===== config.mk =====
export PLATFORM = sky130hd
export DESIGN_NAME = calc_alu_seq
export DESIGN_NICKNAME = d
export VERILOG_FILES = /design/src/rtl/calc_alu_seq.sv
export SDC_FILE = /design/constraint.sdc
export NUM_CORES = 1
export LEC_CHECK = 0
export CORE_ASPECT_RATIO = 0.8
export CORE_MARGIN = 1.5
export CORE_UTILIZATION = 40
export DETAILED_ROUTE_END_ITERATION = 8
export PLACE_DENSITY_LB_ADDON = 0.2
export SYNTH_ARGS = -nofsm -noshare
export SYNTH_HDL_FRONTEND = slang
export SYNTH_SLANG_ARGS = --single-unit

===== constraint.sdc =====
create_clock -name clk -period 2.7 [get_ports clk]
set_clock_uncertainty 0.15 [all_clocks]
set_input_delay 0.27 -clock clk [delete_from_list [all_inputs] [get_ports clk]]
set_output_delay 0.27 -clock clk [all_outputs]
set_load 0.05 [all_outputs]

===== src/rtl/calc_alu_seq.sv =====
// Handshaked sequential calculator ALU: 8 ops with iterative shift-add MUL and restoring DIV.
// Optional accumulator operand source enabled by defining CALC_ALU_ACC_EN.
module calc_alu_seq #(
  parameter int WIDTH = 4
) (
  input  logic             clk,
  input  logic             rst_n,
  input  logic             in_valid,
  output logic             in_ready,
  input  logic [2:0]       alu_op,
  input  logic [WIDTH-1:0] a,
  input  logic [WIDTH-1:0] b,
`ifdef CALC_ALU_ACC_EN
  input  logic             use_acc,
`endif
  output logic             out_valid,
  input  logic             out_ready,
  output logic [WIDTH-1:0] result,
  output logic [WIDTH-1:0] result_hi,
  output logic             flag_zero,
  output logic             flag_carry,
  output logic             flag_ovf,
  output logic             flag_dbz
);

  localparam int CNT_W = $clog2(WIDTH + 1);

  localparam logic [1:0] IDLE = 2'd0;
  localparam logic [1:0] EXEC = 2'd1;
  localparam logic [1:0] DONE = 2'd2;

  localparam logic [2:0] OP_ADD = 3'd0;
  localparam logic [2:0] OP_SUB = 3'd1;
  localparam logic [2:0] OP_AND = 3'd2;
  localparam logic [2:0] OP_OR  = 3'd3;
  localparam logic [2:0] OP_XOR = 3'd4;
  localparam logic [2:0] OP_MUL = 3'd5;
  localparam logic [2:0] OP_DIV = 3'd6;
  localparam logic [2:0] OP_NOT = 3'd7;

  logic [1:0]       state_q, state_d;
  logic [CNT_W-1:0] cnt_q, cnt_d;
  logic [2:0]       op_q, op_d;
  logic [WIDTH-1:0] src_q, src_d;
  logic [WIDTH-1:0] lo_q, lo_d;
  logic [WIDTH-1:0] hi_q, hi_d;
  logic [WIDTH-1:0] result_q, result_d;
  logic [WIDTH-1:0] result_hi_q, result_hi_d;
  logic             zero_q, zero_d;
  logic             carry_q, carry_d;
  logic             ovf_q, ovf_d;
  logic             dbz_q, dbz_d;
`ifdef CALC_ALU_ACC_EN
  logic [WIDTH-1:0] acc_q, acc_d;
`endif

  logic [WIDTH-1:0] a_eff;
  logic [WIDTH:0]   add_w;
  logic [WIDTH:0]   sub_w;
  logic [WIDTH-1:0] simple_res;
  logic [WIDTH:0]   mul_sum;
  logic [WIDTH:0]   div_rem_sh;
  logic             div_ge;
  logic [WIDTH-1:0] div_trial;
  logic [WIDTH-1:0] step_hi;
  logic [WIDTH-1:0] step_lo;

`ifdef CALC_ALU_ACC_EN
  assign a_eff = use_acc ? acc_q : a;
`else
  assign a_eff = a;
`endif

  assign add_w = {1'b0, a_eff} + {1'b0, b};
  assign sub_w = {1'b0, a_eff} - {1'b0, b};

  always_comb begin
    simple_res = '0;
    case (alu_op)
      OP_ADD:  simple_res = add_w[WIDTH-1:0];
      OP_SUB:  simple_res = sub_w[WIDTH-1:0];
      OP_AND:  simple_res = a_eff & b;
      OP_OR:   simple_res = a_eff | b;
      OP_XOR:  simple_res = a_eff ^ b;
      OP_NOT:  simple_res = ~a_eff;
      default: simple_res = '0;
    endcase
  end

  // One iteration of either algorithm; only the one matching op_q is used.
  // The remainder stays below the divisor, so a WIDTH-bit trial difference is exact.
  always_comb begin
    mul_sum    = {1'b0, hi_q} + (lo_q[0] ? {1'b0, src_q} : '0);
    div_rem_sh = {hi_q, lo_q[WIDTH-1]};
    div_ge     = div_rem_sh >= {1'b0, src_q};
    div_trial  = div_rem_sh[WIDTH-1:0] - src_q;
    if (op_q == OP_MUL) begin
      step_hi = mul_sum[WIDTH:1];
      step_lo = {mul_sum[0], lo_q[WIDTH-1:1]};
    end else begin
      step_hi = div_ge ? div_trial : div_rem_sh[WIDTH-1:0];
      step_lo = {lo_q[WIDTH-2:0], div_ge};
    end
  end

  always_comb begin
    state_d     = state_q;
    cnt_d       = cnt_q;
    op_d        = op_q;
    src_d       = src_q;
    lo_d        = lo_q;
    hi_d        = hi_q;
    result_d    = result_q;
    result_hi_d = result_hi_q;
    zero_d      = zero_q;
    carry_d     = carry_q;
    ovf_d       = ovf_q;
    dbz_d       = dbz_q;
`ifdef CALC_ALU_ACC_EN
    acc_d       = acc_q;
`endif
    case (state_q)
      IDLE: begin
        if (in_valid) begin
          op_d  = alu_op;
          cnt_d = '0;
          if (alu_op == OP_MUL) begin
            src_d   = a_eff;
            lo_d    = b;
            hi_d    = '0;
            state_d = EXEC;
          end else if (alu_op == OP_DIV && b != '0) begin
            src_d   = b;
            lo_d    = a_eff;
            hi_d    = '0;
            state_d = EXEC;
          end else if (alu_op == OP_DIV) begin
            result_d    = '1;
            result_hi_d = a_eff;
            zero_d      = 1'b0;
            carry_d     = 1'b0;
            ovf_d       = 1'b0;
            dbz_d       = 1'b1;
            state_d     = DONE;
          end else begin
            result_d    = simple_res;
            result_hi_d = '0;
            zero_d      = (simple_res == '0);
            carry_d     = 1'b0;
            ovf_d       = 1'b0;
            dbz_d       = 1'b0;
            if (alu_op == OP_ADD) begin
              carry_d = add_w[WIDTH];
              ovf_d   = (a_eff[WIDTH-1] == b[WIDTH-1]) && (add_w[WIDTH-1] != a_eff[WIDTH-1]);
            end else if (alu_op == OP_SUB) begin
              carry_d = sub_w[WIDTH];
              ovf_d   = (a_eff[WIDTH-1] != b[WIDTH-1]) && (sub_w[WIDTH-1] != a_eff[WIDTH-1]);
            end
            state_d = DONE;
          end
        end
      end
      EXEC: begin
        hi_d  = step_hi;
        lo_d  = step_lo;
        cnt_d = cnt_q + 1'b1;
        if (cnt_q == CNT_W'(WIDTH - 1)) begin
          result_d    = step_lo;
          result_hi_d = step_hi;
          zero_d      = (step_lo == '0);
          carry_d     = 1'b0;
          ovf_d       = (op_q == OP_MUL) && (step_hi != '0);
          dbz_d       = 1'b0;
          state_d     = DONE;
        end
      end
      DONE: begin
        if (out_ready) begin
          state_d = IDLE;
`ifdef CALC_ALU_ACC_EN
          acc_d   = result_q;
`endif
        end
      end
      default: state_d = IDLE;
    endcase
  end

  always_ff @(posedge clk) begin
    if (!rst_n) begin
      state_q     <= IDLE;
      cnt_q       <= '0;
      op_q        <= '0;
      src_q       <= '0;
      lo_q        <= '0;
      hi_q        <= '0;
      result_q    <= '0;
      result_hi_q <= '0;
      zero_q      <= 1'b0;
      carry_q     <= 1'b0;
      ovf_q       <= 1'b0;
      dbz_q       <= 1'b0;
`ifdef CALC_ALU_ACC_EN
      acc_q       <= '0;
`endif
    end else begin
      state_q     <= state_d;
      cnt_q       <= cnt_d;
      op_q        <= op_d;
      src_q       <= src_d;
      lo_q        <= lo_d;
      hi_q        <= hi_d;
      result_q    <= result_d;
      result_hi_q <= result_hi_d;
      zero_q      <= zero_d;
      carry_q     <= carry_d;
      ovf_q       <= ovf_d;
      dbz_q       <= dbz_d;
`ifdef CALC_ALU_ACC_EN
      acc_q       <= acc_d;
`endif
    end
  end

  assign in_ready   = (state_q == IDLE);
  assign out_valid  = (state_q == DONE);
  assign result     = result_q;
  assign result_hi  = result_hi_q;
  assign flag_zero  = zero_q;
  assign flag_carry = carry_q;
  assign flag_ovf   = ovf_q;
  assign flag_dbz   = dbz_q;

endmodule


==> flow_summary.toml, run 1 <==
[outcome]
status = "finished clean"

[logic_synthesis]
synth_cells = 327
synth_seq_cells = 32
synth_edf_count = 0
postSynthAreaPerCell_um2 = 7.78
synth_nets = 368
ys.flop_type = "dfxtp_1"
ys_types = 52
yosys_warnings = 0
syn_area_um2 = 2540
synthArstFlopShare_pct = 0
ys_seq_area_share_pct = 25.2

[power_and_ir_drop]
seqPwrFrac_pct = 38.7
swShare_pct = 34.5
switchingPower_uw = 470
p_clk_share_pct = 28.0
vdd_ir_drop_max_uv = 260
p_per_area_nw_per_um2 = 442
finalPower_mw = 1.36
p_leak_nw = 1.34
p_int_uw = 894
power_frac_comb_pct = 33.3

[hold_path]
worst_hold_path.num_cells = 2
worstHoldStart = "flag_carry$_SDFFE_PN0P_"
hold_end = "flag_carry$_SDFFE_PN0P_"
hold_class = "flip-flop to flip-flop"

[global_route]
grt_pass1_wl_um = 11500
grt_start_max_net_pins = 24
gr-total-overflow = 0
grt_usage_pct = 21.8
grt_pass1_vias = 2236
antenna_found_initial = 0

[floorplanning]
die-width_um = 92.2
rows = 25
pin_count = 29
dieHeight_um = 74.3
start_util_pct = 42.1
coreArea_um2 = 6040
die-area_um2 = 6850

[sta]
max_freq_mhz = 419
slew_viol_final = 0
finalSetupViolCount = 0
timing.final.crit_period_ns = 2.39
worst_pin_slew_ns = 0.766
finalHoldViolCount = 0
slew-limit-headroom_pct = 48.9
period_share_pct = 88.3
setup_tns_ns = 0
rsz0062_at_grt = "no"
fin_hold_ws_ns = 0.300

[routing]
dr.first_iter.drc_count = 190
met1_length_um = 3580
dr_wl_met2_um = 2900
dr_wl_met3_um = 497
via_per_inst = 5.55
vias = 2493
drc_errors = 0
dr.pass1.iters = 5
finalWirelength_um = 7030
routed.top_layer = "met4"
avgRoutedWirePerCell_um = 15.6
antenna_left = 0

[final_layout]
areaGrowthSynthToFinish_pct = 21.3
fillerInstances = 594
drive_above_1_share_pct = 10.6
nets = 408
design_area_um2 = 3090
num_antenna_cells = 0
final_cell_count_no_fill = 449

[placement]
dp_hpwl_um = 5520
dp.cells = 441
globalplace.congestion = 0.892
portBuffers = 28
dpl_cell_area_um2 = 3000

[critical_path]
r2r_cells = 8
worstSetupPathType = "input port to flip-flop"
r2r-end = "result[0]$_SDFFE_PN0P_"
arrival_ns = 2.43
reg2reg_slack_ns = 0.34
required_ns = 2.75
r2r_start = "lo_q[3]$_SDFFE_PN0P_"
crit_path_start_kind = "input port"
end_kind = "flip-flop"
path_max_fanout = 5

[clock_tree]
cts-resized-gates = 0
cts_hold_buffers = 0
cts_tree = "yes"
clk_latency_ns = 0.28
clk_pin_slew_ns = 0.07
htreeDepth = 2
cts_num_sinks = 32
numCtsBuffers = 5
cts_buffer_depth = 2
cts_root_buf = "clkbuf_8"
post-cts-setup-buffers = 0

[flow_run]
cap_viol_max_count = 0
## layout by cell type, fill, tap and decap left out, types with 5 or more instances in the layout
| master | netlist | layout |
|---|---|---|
| ha_1 | 22 | 22 |
| buf_4 | 1 | 21 |
| clkdlybuf4s50_1 | 0 | 28 |
| dfxtp_1 | 32 | 32 |
| and3_1 | 5 | 5 |
| nand2_1 | 36 | 36 |
| nor3_1 | 12 | 12 |
| nand3_1 | 8 | 8 |
| a21oi_1 | 40 | 40 |
| o211ai_1 | 9 | 9 |
| inv_1 | 21 | 21 |
| and2_1 | 5 | 5 |
| a21o_1 | 8 | 8 |
| nor2_1 | 26 | 26 |
| o21ai_0 | 21 | 21 |
| mux2i_1 | 9 | 9 |
| clkbuf_8 | 0 | 6 |
## logic make-up (layout without fill, tap and decap cells)
| family | after synthesis | in the layout | share of synthesized area (%) |
|---|---|---|---|
| xor gates and xnor gates | 7 | 7 | 2.41 |
| muxes | 11 | 11 | 4.43 |
| DFF | 32 | 32 | 25.2 |
| adders and majority gates | 26 | 26 | 14.0 |
| AOI/OAI and AO/OA | 105 | 105 | 26.1 |
| and+or+nand+nor | 109 | 109 | 21.4 |
| buffers and inverters | 37 | 78 | 6.49 |
## worst max-delay path, cell delays in order
cell,delay [ns]
clkdlybuf4s50_1,0.58
ha_1,0.28
fa_1,0.24
or3b_2,0.45
a21oi_1,0.15
nor3_1,0.06
a21oi_1,0.18
o2111ai_1,0.12
o21ai_0,0.11
## state kept, by name (all words and copies together) (netlist names)
name	cells
op_q	3
state_q	2
hi_q	4
cnt_q	3
flag_zero	1
lo_q	4
src_q	4
flag_dbz	1
result	4
flag_carry	1
result_hi	4
flag_ovf	1
## how the worst max path moves through the flow
| stage | from | end | cells past startpoint |
|---|---|---|---|
| 2_1_floorplan | state_q[1]$_SDFFE_PN0P_ | result_hi[0]$_SDFFE_PN0P_ | 7 |
| 3_3_place_gp | b[1] | flag_ovf$_SDFFE_PN0P_ | 11 |
| 3_5_place_dp | b[0] | result[2]$_SDFFE_PN0P_ | 9 |
| 4_1_cts | b[0] | result[2]$_SDFFE_PN0P_ | 9 |
| 5_1_grt | b[0] | result[2]$_SDFFE_PN0P_ | 9 |
| 6_report | b[0] | result[2]$_SDFFE_PN0P_ | 9 |
## routing by layer
layer	vias up	GRT usage (%)
met4	0	3.42
met1	1169	32.6
met2	86	33.3
met5	-	0
met3	7	3.68
li1	1231	-
## Yosys cell counts, drive strengths merged (2+ instances only)
| cell | count | share of area [%] |
|---|---|---|
| xor2 | 4 | 1.4 |
| xnor2 | 3 | 1.0 |
| o21bai | 2 | 0.59 |
| nor2 | 27 | 4.1 |
| buf | 11 | 2.7 |
| ha | 22 | 11 |
| nand3b | 4 | 2.2 |
| clkbuf | 5 | 0.74 |
| and3 | 5 | 1.2 |
| nor2b | 3 | 0.74 |
| a21o | 8 | 2.4 |
| mux2 | 2 | 0.89 |
| nand2 | 36 | 5.3 |
| a211o | 2 | 0.69 |
| nand2b | 4 | 0.98 |
| nand3 | 8 | 1.6 |
| inv | 21 | 3.1 |
| and2 | 5 | 1.2 |
| o211ai | 9 | 2.7 |
| o21a | 4 | 1.2 |
| a21oi | 41 | 8.2 |
| a211oi | 2 | 0.59 |
| nor3 | 12 | 2.4 |
| fa | 4 | 3.1 |
| o221a | 2 | 0.89 |
| dfxtp | 32 | 25 |
| o21ai | 24 | 5.3 |
| o31ai | 2 | 0.59 |
| mux2i | 9 | 3.5 |
## final cells by class
cell class,count,area [µm²],area share [%]
multi-input combinational,258,1740,56.3
sequential,32,641,20.8
timing repair buffer,49,438,14.2
tap,81,101,3.28
clock buffer,8,90.1,2.92
inverter,21,78.8,2.55
## power groups by stage
stage,sequential [mW],combinational (mW),clock (mW)
final,0.528,0.454,0.382
after global placement,0.538,0.445,0
after floorplan,0.580,0.252,0
after global routing,0.532,0.491,0.412
after detailed placement,0.538,0.447,0
after CTS,0.527,0.449,0.389
## stage by stage
| stage | util (%) | setup WS (ns) |
|---|---|---|
| after detailed placement | 49.6 | 0.0557 |
| after floorplan | - | 0.503 |
| final | 51.1 | 0.315 |
| after global routing | 51.1 | 0.125 |
| after global placement | 49.6 | 0.109 |
| after CTS | 51.1 | 0.343 |
Power figures use the tool's default switching activity.
==> inputs of run 2 (changes only) <==
CAP_MARGIN = 20   (was not set)
==> results of run 2 <==
Same layout as run 1: the final DEF is identical, and so are final timing and power.
==> inputs of run 3 (changes only) <==
ABC_AREA = 1   (was not set)
==> run 3 against run 2 <==
Against the previous run:
- die area grew 0.57%
- clock-buffer cell count shrank 1
- clock power grew 5%
- total power grew 13%
- global-route usage shrank 0.38 points
==> flow_summary.toml, run 3 <==
[logic_synthesis]
synth.most_common_cell = "nand2_1"
netlist.top_cell.by_area = "dfxtp_1"
synth_edf_count = 0
synthTopCellsByCount = "nand2_1, inv_1, a21oi_1"
syn_area_um2 = 2560
synthArstFlopShare_pct = 0
postSynthAreaPerCell_um2 = 6.93
ys_types = 39
synth_nets = 410
synth_area_leaders = "dfxtp_1, ha_1, nand2_1"
synth_top_area_share_pct = 25.0
synth_cells = 369
synth_seq_cells = 32
yosys_warnings = 0
ys.flop_type = "dfxtp_1"
ys_seq_area_share_pct = 25.0

[floorplanning]
start_util_pct = 42.4
dieHeight_um = 74.5
rows = 25
die-width_um = 92.4
die-area_um2 = 6890
coreArea_um2 = 6040
pin_count = 29

[placement]
dp.cells = 482
dp_hpwl_um = 5570
globalplace.congestion = 0.907
portBuffers = 28

[routing]
via_per_inst = 5.23
drc_errors = 0
dr.first_iter.drc_count = 133
finalWirelength_um = 6990
vias = 2557
antenna_left = 0
dr.pass1.iters = 4
avgRoutedWirePerCell_um = 14.3

[clock_tree]
cts_num_sinks = 32
cts_hold_buffers = 0
cts_tree = "yes"
clk_pin_slew_ns = 0.07
post-cts-setup-buffers = 0
cts_buffer_depth = 2
cts_root_buf = "clkbuf_8"
numCtsBuffers = 5
cts-resized-gates = 0
htreeDepth = 2
clk_latency_ns = 0.28

[sta]
timing.final.crit_period_ns = 2.29
finalSetupViolCount = 0
slew_viol_final = 0
max_freq_mhz = 436
setup_tns_ns = 0
period_share_pct = 84.9
finalHoldViolCount = 0
worst_pin_slew_ns = 0.506
slew-limit-headroom_pct = 65.9
rsz0062_at_grt = "no"

[critical_path]
path_max_fanout = 6
worst_path_max_delay_cell = "clkdlybuf4s50_1"
r2r-end = "flag_ovf$_SDFFE_PN0P_"
r2r_start = "hi_q[1]$_SDFFE_PN0P_"
end_kind = "flip-flop"
critPathMaxStageDelay_ns = 0.52
worstSetupPathType = "input port to flip-flop"
arrival_ns = 2.36
required_ns = 2.77
reg2reg_slack_ns = 0.49
r2r_cells = 11
crit_path_start_kind = "input port"
cp_cell_sequence = "clkdlybuf4s50_1 > ha_1 > fa_1 > or2_2 > a31oi_1 > nand3_1 > nor2_1 > nand2_1 > a21oi_1"

[global_route]
grt_pass1_vias = 2360
gr-total-overflow = 0
grt_start_max_net_pins = 24
grt_pass1_wl_um = 11400
grt_usage_pct = 21.4
antenna_found_initial = 0

[power_and_ir_drop]
p_per_area_nw_per_um2 = 503
vdd_ir_drop_max_uv = 338
p_leak_nw = 1.40

[final_layout]
mostFrequentLayoutCells = "nand2_1, inv_1, a21oi_1, dfxtp_1"
final-seq-area_um2 = 641
fillerInstances = 603
final_cell_count_no_fill = 489
utilization_pct = 51.0
num_antenna_cells = 0
drive_above_1_share_pct = 13.7
final_common_cell = "nand2_1"
multi_input_area_um2 = 1670
areaGrowthSynthToFinish_pct = 20.2
nets = 449

[flow_run]
cap_viol_max_count = 0

[hold_path]
hold_class = "flip-flop to flip-flop"
hold_end = "cnt_q[0]$_SDFFE_PN0P_"
worst_hold_path.num_cells = 1
worstHoldStart = "cnt_q[0]$_SDFFE_PN0P_"

[outcome]
status = "finished clean"
-- run 3: changes by cell type after synthesis, moves of 6 or more --
cell,before,now
nand2_1,36,72
inv_1,21,45
a31oi_1,1,10
o21ai_1,1,14
inv_2,0,11
nor2_4,0,6
a21o_1,8,0
o211ai_1,9,1
mux2i_1,9,1
a21oi_1,40,33
nor3_1,12,3
nand3_1,8,27
-- run 3: metal layers --
metal | wire length [µm] | vias up | track usage [%] | share of wire [%]
met2 | 2900 | 54 | 32.0 | 42
met4 | 87 | 0 | 5.81 | 1.2
li1 | - | 1307 | - | -
met3 | 274 | 9 | 3.07 | 3.9
met1 | 3730 | 1187 | 31.9 | 53
met5 | 0 | - | 0 | 0
-- run 3: how the worst max path moves through the flow --
stage	to	depth (start not counted)	slack [ns]	startpoint
2_1_floorplan	flag_ovf$_SDFFE_PN0P_	11	0.82	lo_q[0]$_SDFFE_PN0P_
3_3_place_gp	flag_carry$_SDFFE_PN0P_	12	0.21	a[0]
3_5_place_dp	flag_zero$_SDFFE_PN0P_	9	0.13	b[0]
4_1_cts	flag_zero$_SDFFE_PN0P_	9	0.43	b[0]
5_1_grt	flag_ovf$_SDFFE_PN0P_	11	0.19	hi_q[1]$_SDFFE_PN0P_
6_report	flag_zero$_SDFFE_PN0P_	9	0.41	b[0]
-- run 3: final cells by class --
class	count	area share, %
clock buffer	7	3.13
inverter	58	7.16
multi-input combinational	274	54.3
sequential	32	20.8
tap	81	3.29
timing repair buffer	37	11.3
-- run 3: cells by family (layout without fill, tap and decap cells) --
family	count (synthesis)	after routing	synth area share, %
muxes	1	1	0.391
AOI/OAI and AO/OA	95	95	21.9
buffers and inverters	63	102	9.68
xor gates and xnor gates	1	1	0.342
adders and majority gates	26	26	13.9
and+or+nand+nor	151	151	28.8
DFF	32	32	25.0
-- run 3: worst max-delay path, delay by kind of cell --
family | cells | cell delay, ns
simple gates | 4 | 0.56
fa+ha+maj | 2 | 0.67
compound gates | 2 | 0.33
buf+inv | 1 | 0.52
-- run 3: power breakdown --
group | switching (mW) | leakage (nW) | internal (mW)
registers | 0.0330 | 0.262 | 0.517
clock network | 0.174 | 0.0503 | 0.227
logic | 0.391 | 1.09 | 0.205
total | 0.598 | 1.40 | 0.949
-- run 3: per-stage QoR --
| stage | instance area, µm² | power (mW) | hold slack, ns | setup WS, ns |
|---|---|---|---|---|
| after global placement | 2980 | 1.15 | 0.304 | 0.209 |
| after global routing | 3080 | 1.64 | 0.337 | 0.191 |
| after floorplan | 2560 | 0.964 | 0.258 | 0.815 |
| after CTS | 3080 | 1.55 | 0.317 | 0.431 |
| after detailed placement | 2980 | 1.15 | 0.305 | 0.131 |
| final | 3080 | 1.55 | 0.311 | 0.407 |
==> RTL edit 1 (settings of run 2) <==
`WIDTH`: 4 -> 8.
--- a/src/rtl/calc_alu_seq.sv
+++ b/src/rtl/calc_alu_seq.sv
@@ -1,7 +1,7 @@
 // Handshaked sequential calculator ALU: 8 ops with iterative shift-add MUL and restoring DIV.
 // Optional accumulator operand source enabled by defining CALC_ALU_ACC_EN.
 module calc_alu_seq #(
-  parameter int WIDTH = 4
+  parameter int WIDTH = 8
 ) (
   input  logic             clk,
   input  logic             rst_n,
Interface: changed (resized a, b, result and result_hi); port bits go from 29 to 45. No check against the original RTL was run, so the function may have changed too.
==> RTL edit 1 against run 2 <==
Utilization is 6.7 points higher; largest cell class unchanged; total power is 120% higher; sequential cell count is 21 higher; critical endpoint is now flag_ovf; hold slack worse by 0.015 ns; maximum frequency is 17% lower; first-iteration DRC count is 140% higher; count of clock-buffer cells in the layout is 3 lower; global-route usage is 4.1 points higher; sequential power is 67% higher; area after synthesis is 86% higher; the run now ends with negative setup slack left; worst setup slack worse by 0.48 ns; routed wire length is 130% higher; design area is 120% higher.
==> RTL edit 1: results (changes against run 2) <==
GRT_RESOURCE_USAGE_TOTAL=0.259  # +0.0410
SETUP.WORST_PATH.START='src_q[0]'
GRT_PASS1_WL_MM=26.1  # +130%
PLACEMENT.IO_BUFFERS=44  # +57%
TIMING.REG2REG.WORST_PATH_DEPTH=11  # +3
MIN_FROM='a[0]'
DRIVE_GT1_FRAC=0.275  # +0.169
PORTION_OF_THE_POST_SYNTHESIS_AREA_USED_BY_SEQUENTIAL_ELEMENTS=0.224  # -0.0282
CLK_ROOT_BUFFER_CELL='sky130_fd_sc_hd__clkbuf_16'
POST-DP-HPWL_MM=12.5  # +130%
POSTCTSRESIZEDCELLS=26  # +26
WORST_SKEW_PAIR.LATE_LATENCY_NS=0.30  # +0.02 ns
TOTAL_SWITCHING_POWER_mW=1.07  # +130%
HOLDWS_NS=0.286  # -0.0148 ns
DP_WORST_SETUP_SLACK_NS=-0.571  # -0.627 ns
FILLERS=1060  # +78%
FAILED_CHECKS='negative setup slack'
POWER.IR.VDD_WORST_mV=0.280  # +7.5%
WORST_R2R_ENDPOINT='flag_ovf'
VIA_COUNT_OF_THE_FIRST_GLOBAL_ROUTING_PASS=5012  # +120%
PLACE.DETAILED.INSTANCES=916  # +110%
NETS=848  # +110%
SYNTH.AREA.TOP_CELLS='sky130_fd_sc_hd__dfxtp_1 (22%), sky130_fd_sc_hd__ha_1 (11%), sky130_fd_sc_hd__a21oi_1 (7.7%), sky130_fd_sc_hd__nand2_1 (4.7%), sky130_fd_sc_hd__nor2_1 (4.7%)'
SYNTH_CELL_TYPES=68  # +31%
SYN_NETS=709  # +93%
DETAILROUTE.VIA_COUNT=5307  # +110%
CP_SLOWEST_CELL='sky130_fd_sc_hd__fa_2'
SYN-MEAN-INSTANCE-AREA_UM2=7.40  # -4.9%
WORST_SLACK_NS=-0.170  # -0.485 ns
SYNTH.CELLS.MOST_FREQUENT='sky130_fd_sc_hd__a21oi_1 (73), sky130_fd_sc_hd__nand2_1 (60), sky130_fd_sc_hd__nor2_1 (59), sky130_fd_sc_hd__dfxtp_1 (53), sky130_fd_sc_hd__ha_1 (41)'
AVGROUTEDWIREPERCELL_UM=17.6  # +12%
FINALSETUPVIOLCOUNT=2  # +2
POWER.SWITCHING_FRACTION=0.366  # +0.0216
RUN_STATUS='finished with violations'
DRT_ITER0_DRC=447  # +140%
HOLD_END='src_q[0]'
CLOCK_POWER_uW=772  # +100%
KIND_OF_CELL_ADDING_THE_MOST_DELAY_TO_THE_CRITICAL_PATH='compound AO/OA/AOI/OAI gates'
TIMING.SETUP.TNS_NS=-0.170  # -0.170 ns
FINAL-INSTANCE-COUNT-EXCL-FILL=929  # +110%
CTS_SETUP_BUFFERS=3  # +3
ARRIVAL_NS=2.92  # +0.49 ns
## RTL edit 1: layout make-up
type	instances	area share
repair buffers	173	0.215
multi-input cells	508	0.549
flip-flops and latches	53	0.159
inverters	39	0.0220
clock buffers	5	0.0188
well taps	148	0.0278
clock inverters	3	0.00751
## RTL edit 1: cell families (layout without fill, tap and decap cells)
kind of cell,count (synthesis),count (layout),synth area share
xor+xnor,15,15,0.0277
simple gates,227,227,0.233
compound gates,203,203,0.278
mux,18,18,0.0388
flops,53,53,0.224
fa+ha+maj,45,45,0.125
buf+inv,80,220,0.0739
## RTL edit 1: routing by layer
layer  GRT usage  routed length, um
met4      0.0363                126
met1       0.379               7930
met5           0                  0
met2       0.406               7050
met3      0.0464               1250
## RTL edit 1: through the flow
| step | area (um^2) | utilization |
|---|---|---|
| after floorplan | 4750 | - |
| after global placement | 6120 | 0.531 |
| after detailed placement | 6120 | 0.531 |
| after CTS | 6420 | 0.558 |
| after global routing | 6660 | 0.578 |
| final | 6660 | 0.578 |
==> RTL edit 2 (config.mk and constraints of run 2) <==
Without the edit above. Make the reset (`rst_n`) asynchronous in one clocked block.
--- a/src/rtl/calc_alu_seq.sv
+++ b/src/rtl/calc_alu_seq.sv
@@ -186,7 +186,7 @@
     endcase
   end
 
-  always_ff @(posedge clk) begin
+  always_ff @(posedge clk or negedge rst_n) begin
     if (!rst_n) begin
       state_q     <= IDLE;
       cnt_q       <= '0;
Formal check against the unedited RTL: differs if rst_n is asserted again (counterexample within 4 cycles, from zero or initial values and one cycle with rst_n low); with rst_n held inactive, the same outputs for 10 cycles.
==> RTL edit 2 against run 2 <==
Design area grew 3.6%; area after synthesis grew 0.34%; sequential cell count is the same; critical path depth shrank 2; routed wire length shrank 4.7%; via count shrank 7.5%; utilization grew 1.9 points; die area grew 0.34%; worst setup slack lost 0.20 ns; hold slack lost 0.046 ns; critical endpoint is now flag_zero; largest cell class unchanged.
Power is not compared: it rests on default switching activity, and its combinational part moved more than twofold at a synthesized area within 25%.
==> RTL edit 2: results (changes against run 2) <==
GRT_PASS1_WL_MM=11.4  # -1.1%
MULTIPLEXER_AREA_FRACTION_AFTER_SYNTHESIS=0.0593  # +0.0150
REG2REG_FROM='lo_q[0]'
CPPEAKSTAGEDELAY_NS=0.54  # -0.04 ns
WORSTHOLDPATHTYPE='primary input to asynchronous set/reset pin'
POST_SYNTH_XOR_AREA_FRACTION=0.0206  # -0.00351
FRACTION_OF_SYNTHESIS_FLOPS_USING_AN_ASYNCHRONOUS_SET_OR_RESET_PIN=1.00  # +1.00
MULTI_INPUT_GATES=233  # -9.7%
WORST_R2R_ENDPOINT='flag_ovf'
HOLDWS_NS=0.254  # -0.0460 ns
GRT_START_MAX_NET_PINS=33  # +38%
LAYOUT_WORST_PATH_CYCLE_SHARE=0.959  # +0.0753
SH_SEQ_AREA=0.250  # +0.0428
CRITICAL_PATH.MAX_FANOUT=3  # -2
DP_WORST_SETUP_SLACK_NS=-0.194  # -0.250 ns
ARRIVAL_NS=2.64  # +0.21 ns
FINAL-INSTANCE-COUNT-EXCL-FILL=437  # -2.7%
VIA_COUNT_OF_THE_FIRST_GLOBAL_ROUTING_PASS=2272  # +1.6%
GRT_RESOURCE_USAGE_TOTAL=0.216  # -0.00128
SYNTH.AREA.TOP_CELLS='sky130_fd_sc_hd__dfrtp_1 (31%), sky130_fd_sc_hd__ha_1 (11%), sky130_fd_sc_hd__a21oi_1 (4.7%), sky130_fd_sc_hd__nand2_1 (4.4%), sky130_fd_sc_hd__nor2_1 (4.4%)'
PORTION_OF_THE_POST_SYNTHESIS_AREA_USED_BY_SEQUENTIAL_ELEMENTS=0.314  # +0.0619
SYNTH-ADDER-AREA-SHARE=0.139  # -0.000479
DPL_CELL_AREA_MM2=0.00311  # +3.7%
TIMING.REG2REG.SETUP_SLACK_NS=0.31  # -0.03 ns
CLK_SHARE=0.0282  # -0.00103
POSTROUTEWIRELENGTH_MM=6.70  # -4.7%
NON_CLOCK_BUFFER_AREA_SHARE=0.165  # +0.0232
SYNTH.CELLS.MOST_FREQUENT='sky130_fd_sc_hd__dfrtp_1 (32), sky130_fd_sc_hd__nand2_1 (30), sky130_fd_sc_hd__nor2_1 (30), sky130_fd_sc_hd__a21oi_1 (24)'
PLACE.DETAILED.INSTANCES=429  # -2.7%
SLEW_HEADROOM=0.659  # +0.170
RUN_STATUS='completed'
SYNTH_CELL_TYPES=51  # -1.9%
SYN-MEAN-INSTANCE-AREA_UM2=8.51  # +9.4%
-- RTL edit 2: cell count changes after synthesis, sizes merged, moves of 5 or more --
cell           run 2  this run
dfrtp              0        32
dfxtp             32         0
a21oi             41        26
nor3              12         4
a31oi              1         8
mux2               2         9
o211ai             9         2
nand2             36        31
-- RTL edit 2: worst max path at each step --
stage	end	depth (start not counted)	start
4_1_cts	flag_zero	7	b[0]
6_report	flag_zero	7	b[0]
2_1_floorplan	result_hi[2]	7	state_q[0]
3_3_place_gp	flag_zero	7	b[0]
5_1_grt	flag_zero	7	b[0]
3_5_place_dp	flag_zero	7	b[0]
-- RTL edit 2: timing repair --
item / in CTS / in global routing
gates resized for setup: 0 / 1
hold buffers: 0 / 0
setup endpoints to repair: 0 / 1
-- RTL edit 2: power breakdown --
part           switching, mW  internal, mW  leakage, nW  total, mW
Combinational           1.17         0.845         1.07       2.01
Sequential             0.186         0.702        0.390      0.888
Clock                  0.162         0.208       0.0455      0.369
Total                   1.51          1.75         1.50       3.27
-- RTL edit 2: per-layer routing --
metal,part of all wire,wire length (um),GRT usage
met1,0.52,3490,0.322
met2,0.41,2730,0.327
met3,0.061,407,0.0368
met4,0.010,68,0.0530
met5,0,0,0
-- RTL edit 2: worst register-to-register path, cell delays in order (launching register included) --
cell and delay, ns:
sky130_fd_sc_hd__dfrtp_1 0.45, sky130_fd_sc_hd__and2_1 0.17, sky130_fd_sc_hd__ha_1 0.21, sky130_fd_sc_hd__fa_1 0.41, sky130_fd_sc_hd__a21o_1 0.18, sky130_fd_sc_hd__a21oi_1 0.21
sky130_fd_sc_hd__a31oi_1 0.13, sky130_fd_sc_hd__a41oi_1 0.25, sky130_fd_sc_hd__a21oi_1 0.10
